$ cat config.mk
export PLATFORM = sky130hd
export DESIGN_NAME = apb_master_bridge_flat
export DESIGN_NICKNAME = d
export VERILOG_FILES = /design/src/rtl/apb_master_bridge_if.sv /design/src/rtl/apb_master_bridge.sv /design/src/flat_wrapper.sv
export SDC_FILE = /design/constraint.sdc
export NUM_CORES = 1
export LEC_CHECK = 0
export ABC_AREA = 1
export CORE_MARGIN = 2
export CORE_UTILIZATION = 38
export DETAILED_ROUTE_END_ITERATION = 8
export PLACE_DENSITY_LB_ADDON = 0.15
export SLEW_MARGIN = 30
export SYNTH_ARGS = -nofsm -noshare
export SYNTH_HDL_FRONTEND = slang
export SYNTH_SLANG_ARGS = --single-unit
$ cat constraint.sdc
create_clock -name HCLK -period 1.65 [get_ports HCLK]
set_input_delay 0.165 -clock HCLK [delete_from_list [all_inputs] [get_ports HCLK]]
set_output_delay 0.165 -clock HCLK [all_outputs]
set_load 0.02 [all_outputs]
$ cat src/rtl/apb_master_bridge_if.sv
// Signal bundle between the core-side req/gnt/rvalid port plus APB bus and the bridge.
// The master modport is the bridge's view; slave is the view of the core and APB slave.
interface apb_master_bridge_if #(
    parameter int ADDR_WIDTH     = 32,
    parameter int APB_ADDR_WIDTH = 12
);
    // core-side data port
    logic                      req_i;
    logic [ADDR_WIDTH-1:0]     addr_i;
    logic                      we_i;
    logic [31:0]               wdata_i;
    logic                      gnt_o;
    logic                      rvalid_o;
    logic [31:0]               rdata_o;
    logic                      err_o;
    // APB bus
    logic [APB_ADDR_WIDTH-1:0] PADDR;
    logic [31:0]               PWDATA;
    logic                      PWRITE;
    logic                      PSEL;
    logic                      PENABLE;
    logic [31:0]               PRDATA;
    logic                      PREADY;
    logic                      PSLVERR;

    modport master (
        input  req_i, addr_i, we_i, wdata_i, PRDATA, PREADY, PSLVERR,
        output gnt_o, rvalid_o, rdata_o, err_o, PADDR, PWDATA, PWRITE, PSEL, PENABLE
    );

    modport slave (
        output req_i, addr_i, we_i, wdata_i, PRDATA, PREADY, PSLVERR,
        input  gnt_o, rvalid_o, rdata_o, err_o, PADDR, PWDATA, PWRITE, PSEL, PENABLE
    );
endinterface

$ cat src/rtl/apb_master_bridge.sv
// Core req/gnt/rvalid port to APB master bridge, one transfer outstanding at a time.
// Optional ACCESS-phase timeout abort is enabled by defining APB_MASTER_TIMEOUT_EN.
module apb_master_bridge #(
    parameter int ADDR_WIDTH     = 32,
    parameter int APB_ADDR_WIDTH = 12,
    parameter int TIMEOUT_CYCLES = 255
) (
    input  logic                HCLK,
    input  logic                HRESETn,
    apb_master_bridge_if.master bus
);

    typedef enum logic [1:0] {
        IDLE   = 2'd0,
        SETUP  = 2'd1,
        ACCESS = 2'd2
    } state_t;

    state_t                    state_q, state_d;
    logic [APB_ADDR_WIDTH-1:0] paddr_q, paddr_d;
    logic [31:0]               pwdata_q, pwdata_d;
    logic                      pwrite_q, pwrite_d;
    logic [31:0]               rdata_q, rdata_d;
    logic                      err_q, err_d;
    logic                      rvalid_q, rvalid_d;
`ifdef APB_MASTER_TIMEOUT_EN
    logic [15:0]               cnt_q, cnt_d;
`endif

    // Upper address bits are decoded by the interconnect, not here.
    logic unused_cfg;
    assign unused_cfg = ^{bus.addr_i[ADDR_WIDTH-1:APB_ADDR_WIDTH], 16'(TIMEOUT_CYCLES)};

    // NOTE: every variable gets its default first so no path leaves one unassigned (no latch).
    always_comb begin
        state_d  = state_q;
        paddr_d  = paddr_q;
        pwdata_d = pwdata_q;
        pwrite_d = pwrite_q;
        rdata_d  = rdata_q;
        err_d    = err_q;
        rvalid_d = 1'b0;
`ifdef APB_MASTER_TIMEOUT_EN
        cnt_d    = cnt_q;
`endif
        case (state_q)
            IDLE: begin
                if (bus.req_i) begin
                    paddr_d  = bus.addr_i[APB_ADDR_WIDTH-1:0];
                    pwdata_d = bus.wdata_i;
                    pwrite_d = bus.we_i;
                    state_d  = SETUP;
                end
            end
            SETUP: begin
                state_d = ACCESS;
`ifdef APB_MASTER_TIMEOUT_EN
                cnt_d   = '0;
`endif
            end
            ACCESS: begin
                if (bus.PREADY) begin
                    rvalid_d = 1'b1;
                    rdata_d  = pwrite_q ? 32'h0 : bus.PRDATA;
                    err_d    = bus.PSLVERR;
                    state_d  = IDLE;
                end
`ifdef APB_MASTER_TIMEOUT_EN
                // This is the TIMEOUT_CYCLES-th wait cycle: give up and report an error.
                else if (cnt_q == 16'(TIMEOUT_CYCLES - 1)) begin
                    rvalid_d = 1'b1;
                    rdata_d  = 32'h0;
                    err_d    = 1'b1;
                    state_d  = IDLE;
                end else begin
                    cnt_d = cnt_q + 16'd1;
                end
`endif
            end
            default: state_d = IDLE;
        endcase
    end

    // NOTE: state uses non-blocking assignments so all registers update together on the edge.
    always_ff @(posedge HCLK or negedge HRESETn) begin
        if (!HRESETn) begin
            state_q  <= IDLE;
            paddr_q  <= '0;
            pwdata_q <= '0;
            pwrite_q <= 1'b0;
            rdata_q  <= '0;
            err_q    <= 1'b0;
            rvalid_q <= 1'b0;
        end else begin
            state_q  <= state_d;
            paddr_q  <= paddr_d;
            pwdata_q <= pwdata_d;
            pwrite_q <= pwrite_d;
            rdata_q  <= rdata_d;
            err_q    <= err_d;
            rvalid_q <= rvalid_d;
        end
    end

`ifdef APB_MASTER_TIMEOUT_EN
    always_ff @(posedge HCLK or negedge HRESETn) begin
        if (!HRESETn) cnt_q <= '0;
        else          cnt_q <= cnt_d;
    end
`endif

    // PSEL/PENABLE decode straight from the state register so reset drops them at once.
    assign bus.gnt_o    = (state_q == IDLE) && bus.req_i;
    assign bus.PSEL     = (state_q == SETUP) || (state_q == ACCESS);
    assign bus.PENABLE  = (state_q == ACCESS);
    assign bus.PADDR    = paddr_q;
    assign bus.PWDATA   = pwdata_q;
    assign bus.PWRITE   = pwrite_q;
    assign bus.rvalid_o = rvalid_q;
    assign bus.rdata_o  = rdata_q;
    assign bus.err_o    = err_q;

endmodule

$ cat src/flat_wrapper.sv
// flat-port wrapper written by rule: the top's interface ports become plain ports
module apb_master_bridge_flat 
#(
    parameter int ADDR_WIDTH     = 32,
    parameter int APB_ADDR_WIDTH = 12,
    parameter int TIMEOUT_CYCLES = 255
)
  (HCLK, HRESETn, bus_req_i, bus_addr_i, bus_we_i, bus_wdata_i, bus_PRDATA, bus_PREADY, bus_PSLVERR, bus_gnt_o, bus_rvalid_o, bus_rdata_o, bus_err_o, bus_PADDR, bus_PWDATA, bus_PWRITE, bus_PSEL, bus_PENABLE);
  apb_master_bridge_if #(.ADDR_WIDTH(ADDR_WIDTH), .APB_ADDR_WIDTH(APB_ADDR_WIDTH)) bus_i ();
  input  logic HCLK;
  input  logic HRESETn;
  input wire logic [$bits(bus_i.req_i)-1:0] bus_req_i;
  input wire logic [$bits(bus_i.addr_i)-1:0] bus_addr_i;
  input wire logic [$bits(bus_i.we_i)-1:0] bus_we_i;
  input wire logic [$bits(bus_i.wdata_i)-1:0] bus_wdata_i;
  input wire logic [$bits(bus_i.PRDATA)-1:0] bus_PRDATA;
  input wire logic [$bits(bus_i.PREADY)-1:0] bus_PREADY;
  input wire logic [$bits(bus_i.PSLVERR)-1:0] bus_PSLVERR;
  output wire logic [$bits(bus_i.gnt_o)-1:0] bus_gnt_o;
  output wire logic [$bits(bus_i.rvalid_o)-1:0] bus_rvalid_o;
  output wire logic [$bits(bus_i.rdata_o)-1:0] bus_rdata_o;
  output wire logic [$bits(bus_i.err_o)-1:0] bus_err_o;
  output wire logic [$bits(bus_i.PADDR)-1:0] bus_PADDR;
  output wire logic [$bits(bus_i.PWDATA)-1:0] bus_PWDATA;
  output wire logic [$bits(bus_i.PWRITE)-1:0] bus_PWRITE;
  output wire logic [$bits(bus_i.PSEL)-1:0] bus_PSEL;
  output wire logic [$bits(bus_i.PENABLE)-1:0] bus_PENABLE;
  assign bus_i.req_i = bus_req_i;
  assign bus_i.addr_i = bus_addr_i;
  assign bus_i.we_i = bus_we_i;
  assign bus_i.wdata_i = bus_wdata_i;
  assign bus_i.PRDATA = bus_PRDATA;
  assign bus_i.PREADY = bus_PREADY;
  assign bus_i.PSLVERR = bus_PSLVERR;
  assign bus_gnt_o = bus_i.gnt_o;
  assign bus_rvalid_o = bus_i.rvalid_o;
  assign bus_rdata_o = bus_i.rdata_o;
  assign bus_err_o = bus_i.err_o;
  assign bus_PADDR = bus_i.PADDR;
  assign bus_PWDATA = bus_i.PWDATA;
  assign bus_PWRITE = bus_i.PWRITE;
  assign bus_PSEL = bus_i.PSEL;
  assign bus_PENABLE = bus_i.PENABLE;
  apb_master_bridge #(.ADDR_WIDTH(ADDR_WIDTH), .APB_ADDR_WIDTH(APB_ADDR_WIDTH), .TIMEOUT_CYCLES(TIMEOUT_CYCLES)) u_core (.HCLK(HCLK), .HRESETn(HRESETn), .bus(bus_i));
endmodule
* After elaboration in Yosys (flattened, before gate mapping)
Cells that the tools add are included.
Widths: inputs -> output; s select.
** Storage, ports and cells
- Flip-flop bits (word level) :: 81
- Input port bits :: 102
- Output and inout port bits :: 82
** Cells by class
- Equal/unequal tests :: 4
- Multiplexer cells :: 6
- Reductions and logical operators :: 6
** Operator list (number)
- $mux 32 :: 1
- $pmux 2 s3 :: 1
- $reduce_and 2->1 :: 3
- $mux 2 :: 2
- $ne 2x2->1 const B :: 2
- $eq 2x1->1 const B :: 1
- $eq 2x2->1 const B :: 1
- $logic_not 2->1 :: 1
- $mux 1 :: 2
- $logic_and 1x1->1 :: 1
- $logic_or 1x1->1 :: 1

* Longest topological paths before layout
- Depth in word-level cells :: 3
- Depth in mapped cells :: 8
- Mapped depth without buffers :: 6

* Least setup slack after synthesis
No wires, ideal clock.
- Kind :: register to register
- Start point :: register u_core.state_q[0]
- End point :: register u_core.rdata_q[0] (netlist: u_core.bus.rdata_o[0])
- Setup time :: 0.133 ns
- Data arrival time :: 1.313 ns
- Required time :: 1.517 ns
- Setup slack :: 0.204 ns
- Cell stages (with the launch flop) :: 8
- Buffers on the path :: 2
- Clock period less this slack :: 1.446 ns
- Path through :: dfrtp_1 inv_1 ha_1 nand2_1 buf_2 buf_4 nand2_1 o21ai_0
** On the way
- Cells in the longest elaborated chain, start to end :: 2
** RTL lines
- start: declaration :: line apb_master_bridge.sv:19 : state_t state_q, state_d;
- start signal: assignment :: line apb_master_bridge.sv:95 : state_q <= state_d;
- $eq 2x2->1
- via bus_PENABLE :: line flat_wrapper.sv:27 : output wire logic [$bits(bus_i.PENABLE)-1:0] bus_PENABLE;
- $reduce_and 2->1 (no source line)
- end signal: assignment :: line apb_master_bridge.sv:99 : rdata_q <= rdata_d;
- end: declaration :: line apb_master_bridge.sv:23 : logic [31:0] rdata_q, rdata_d;
The timed path passes the listed nets, and every way through them passes these cells.
A chain may end at the register's enable or synchronous reset.

* Final worst setup path
- Start point :: register u_core.state_q[0]
- End point :: output port bus_PENABLE
** On the way
- Cells in the longest elaborated chain, start to end :: 1
** RTL lines
- $eq 2x2->1 :: line apb_master_bridge.sv:115 : assign bus.PENABLE = (state_q == ACCESS);
- end: declaration :: line flat_wrapper.sv:27
No other way between the ends.

==> summary.txt <==
Pwr
  • Pleak: 0.002487 µW
  • VDD IR-drop max: roughly 0.00091 V
  • Total Power: around 10,000 µW
  • Pwr dens: 1980 nW/µm²

Timing
  • Final Hold Fails: 0
  • Slew HR: 69.39%
  • Worst clock skew: between 0.008 and 0.009 ns
  • Fin. max-slew vios: 0
  • Fmax: between 0.6 and 0.7 GHz
  • Endpoints failing setup: 0
  • Worst Tran Pin Value: 0.4592 ns
  • Setup TNS: 0 ns
  • Fin crit period: 1.582 ns
  • Fin crit share: 95.89%
  • RSZ-0062 raised after global routing: false

Synth
  • Sequential share of the synthesized area: 63.45%
  • Yosys cell types: 13
  • Post-Synthesis Net Count: 461
  • Synth top area share: 63.45%
  • Largest area contributor in the netlist: dfrtp_1
  • Largest cells by area after synthesis: dfrtp_1, nand2_1, o21ai_0, buf_6, ha_1
  • Cell Area, Synth: 3194 µm²
  • Post-Synthesis Cells: around 360
  • Count of state elements after synthesis: 81
  • Yosys warning count: 0
  • Avg Cell Area, Syn: approximately 9 µm²

Floorplanning
  • Initial Utilization: between 30% and 40%
  • Die width: 95.69 µm
  • Die area: 9156 µm²
  • I/O pin total: 184
  • Die height: 95.69 µm
  • Core Area: 8175 µm²
  • Row cnt: 33

Routing
  • DRC Markers: 0
  • Routed vias: 2,822
  • Wire per inst: 12.90 µm
  • Antenna viol nets, final: 0
  • Pre-antenna DRT Iters: 4
  • Post-Route WL: 8065 µm
  • DRT iter0 DRCs: 97
  • DR vias/cell: 4.515

Cells and area
  • Sequential Area: 2027 µm²
  • Fin util: 62.78%
  • Most frequent cells in the layout: nand2_1, clkdlybuf4s50_1, dfrtp_1
  • ANT cells: 0
  • Most common cell after layout, fill and taps aside: nand2_1
  • Area growth syn-to-layout: 60.67%
  • Final Non-Filler Cells: ~630
  • Multi-input logic area: 1017 µm²
  • Fraction of layout instances using a drive strength above 1: 5.385%
  • FILL cells: between 700 and 800
  • Nets: slightly above 600
  • Design area: 5132 µm²

Clock tree
  • Reg clk slew, reported paths: 0.08 ns
  • Clock buffer depth: 2
  • TritonCTS buffer count: 9
  • Root Driver: clkbuf_8
  • Clock Sinks: between 80 and 90
  • CTS tree: done
  • Htree depth: 3
  • Clk Latency, worst-skew pair: 0.34 ns
  • Post-CTS setup buffer count: 0

Critical path
  • Startpoint types: flop
  • WP data required: 1.48 ns
  • Reg-to-reg endpoint: u_core.bus.PWRITE
  • R2r setup slk: 0.25 ns
  • CP Launch Point: u_core.state_q[0]
  • Cells on worst reg2reg path: 6
  • CP Class: reg -> out
  • Type of destination of the critical path: primary output
  • CP max FO: 3
  • Worst r2r src: u_core.state_q[1]
  • Crit path DAT: 1.42 ns

Job
  • Max-Cap Viols: 0

Placed design
  • Post-place instance area: 4911 µm²
  • Dpl cells: 610
  • Gpl congestion: between 0.6 and 0.7
  • Post-DP HPWL: 5611 µm
  • IO buf count: around 160

Global routing
  • Antenna violations before repair: 0
  • Vias in the first global route: around 2,700
  • First-pass GRT wire length: 12,630 µm
  • Largest net degree at the start of global routing: 67
  • Global Route Usage Sum: about 18%
  • GRT overflow: 0

Worst hold path
  • Worst min path class: in -> async

Status
  • Outcome: completed
## stage by stage
stage	hold slack (ns)	setup slack, ns
after floorplan	-0.1306	0.2039
after CTS	0.3226	0.01280
final	0.3159	0.06779
after global routing	0.3402	0.005946
after global placement	0.1511	0.07595
after detailed placement	0.1525	0.06915
## state kept, by name, indices dropped and copies added (netlist names)
name	cells
u_core.state_q	2
u_core.bus.rvalid_o	1
u_core.bus.PWDATA	32
u_core.bus.PWRITE	1
u_core.bus.rdata_o	32
u_core.bus.err_o	1
u_core.bus.PADDR	12
## synthesized netlist by cell type
master and n:
dfrtp_1 81, clkbuf_1 2, nand2_2 1, buf_1 2, inv_1 6, nand2_1 208, ha_1 4, inv_2 1
o21ai_0 33, buf_4 3, buf_6 5, nand3_1 2, buf_2 7
## how the worst max path moves through the flow
| stage | cells after the start | endpoint | slack [ns] |
|---|---|---|---|
| floorplan | 7 | u_core.bus.rdata_o[0] | 0.20 |
| global placement | 5 | bus_gnt_o | 0.08 |
| detailed placement | 5 | bus_gnt_o | 0.07 |
| CTS | 3 | bus_PENABLE | 0.01 |
| global route | 3 | bus_PENABLE | 0.006 |
| finish | 3 | bus_PENABLE | 0.07 |
## what timing repair did
action                     4_1_cts  5_1_grt
pin swaps                        0        0
gates resized for setup          5        6
setup endpoints to repair        3       20
hold buffers                     1        0
hold endpoints to repair        33        0
## metal layers
metal  track usage (%)  vias up  part of all wire, %
met5                 0        -                    0
met4             6.429        0                  1.1
met3             6.798        9                   10
met2             27.80      121                   46
met1             22.70     1280                   43
li1                  -     1412                    -
## cell families after synthesis
logic type / synth area share (%)
compound gates: 5.170
flops: 63.45
simple gates: 24.95
fa+ha+maj: 1.567
buf+inv: 4.857
## critical path, stage by stage, from the launching register on
cell and delay (ns):
dfrtp_1 0.41, inv_2 0.09, ha_1 0.21, dlygate4sd2_1 0.37
## power breakdown
group / total [µW] / internal [µW] / switching (µW)
clock: 1570 / 917 / 657
sequential: 3450 / 2950 / 504
combinational: 5130 / 2360 / 2770
total: 10200 / 6230 / 3930
## final cells by class
type | instances | area share (%)
Tap cell | 105 | 2.560
Clock buffer | 11 | 2.950
Multi-Input combinational cell | 248 | 19.82
Inverter | 7 | 0.5119
Clock inverter | 3 | 1.268
Timing Repair Buffer | 170 | 33.40
Sequential cell | 81 | 39.49
(Power assumes the default switching activity.)
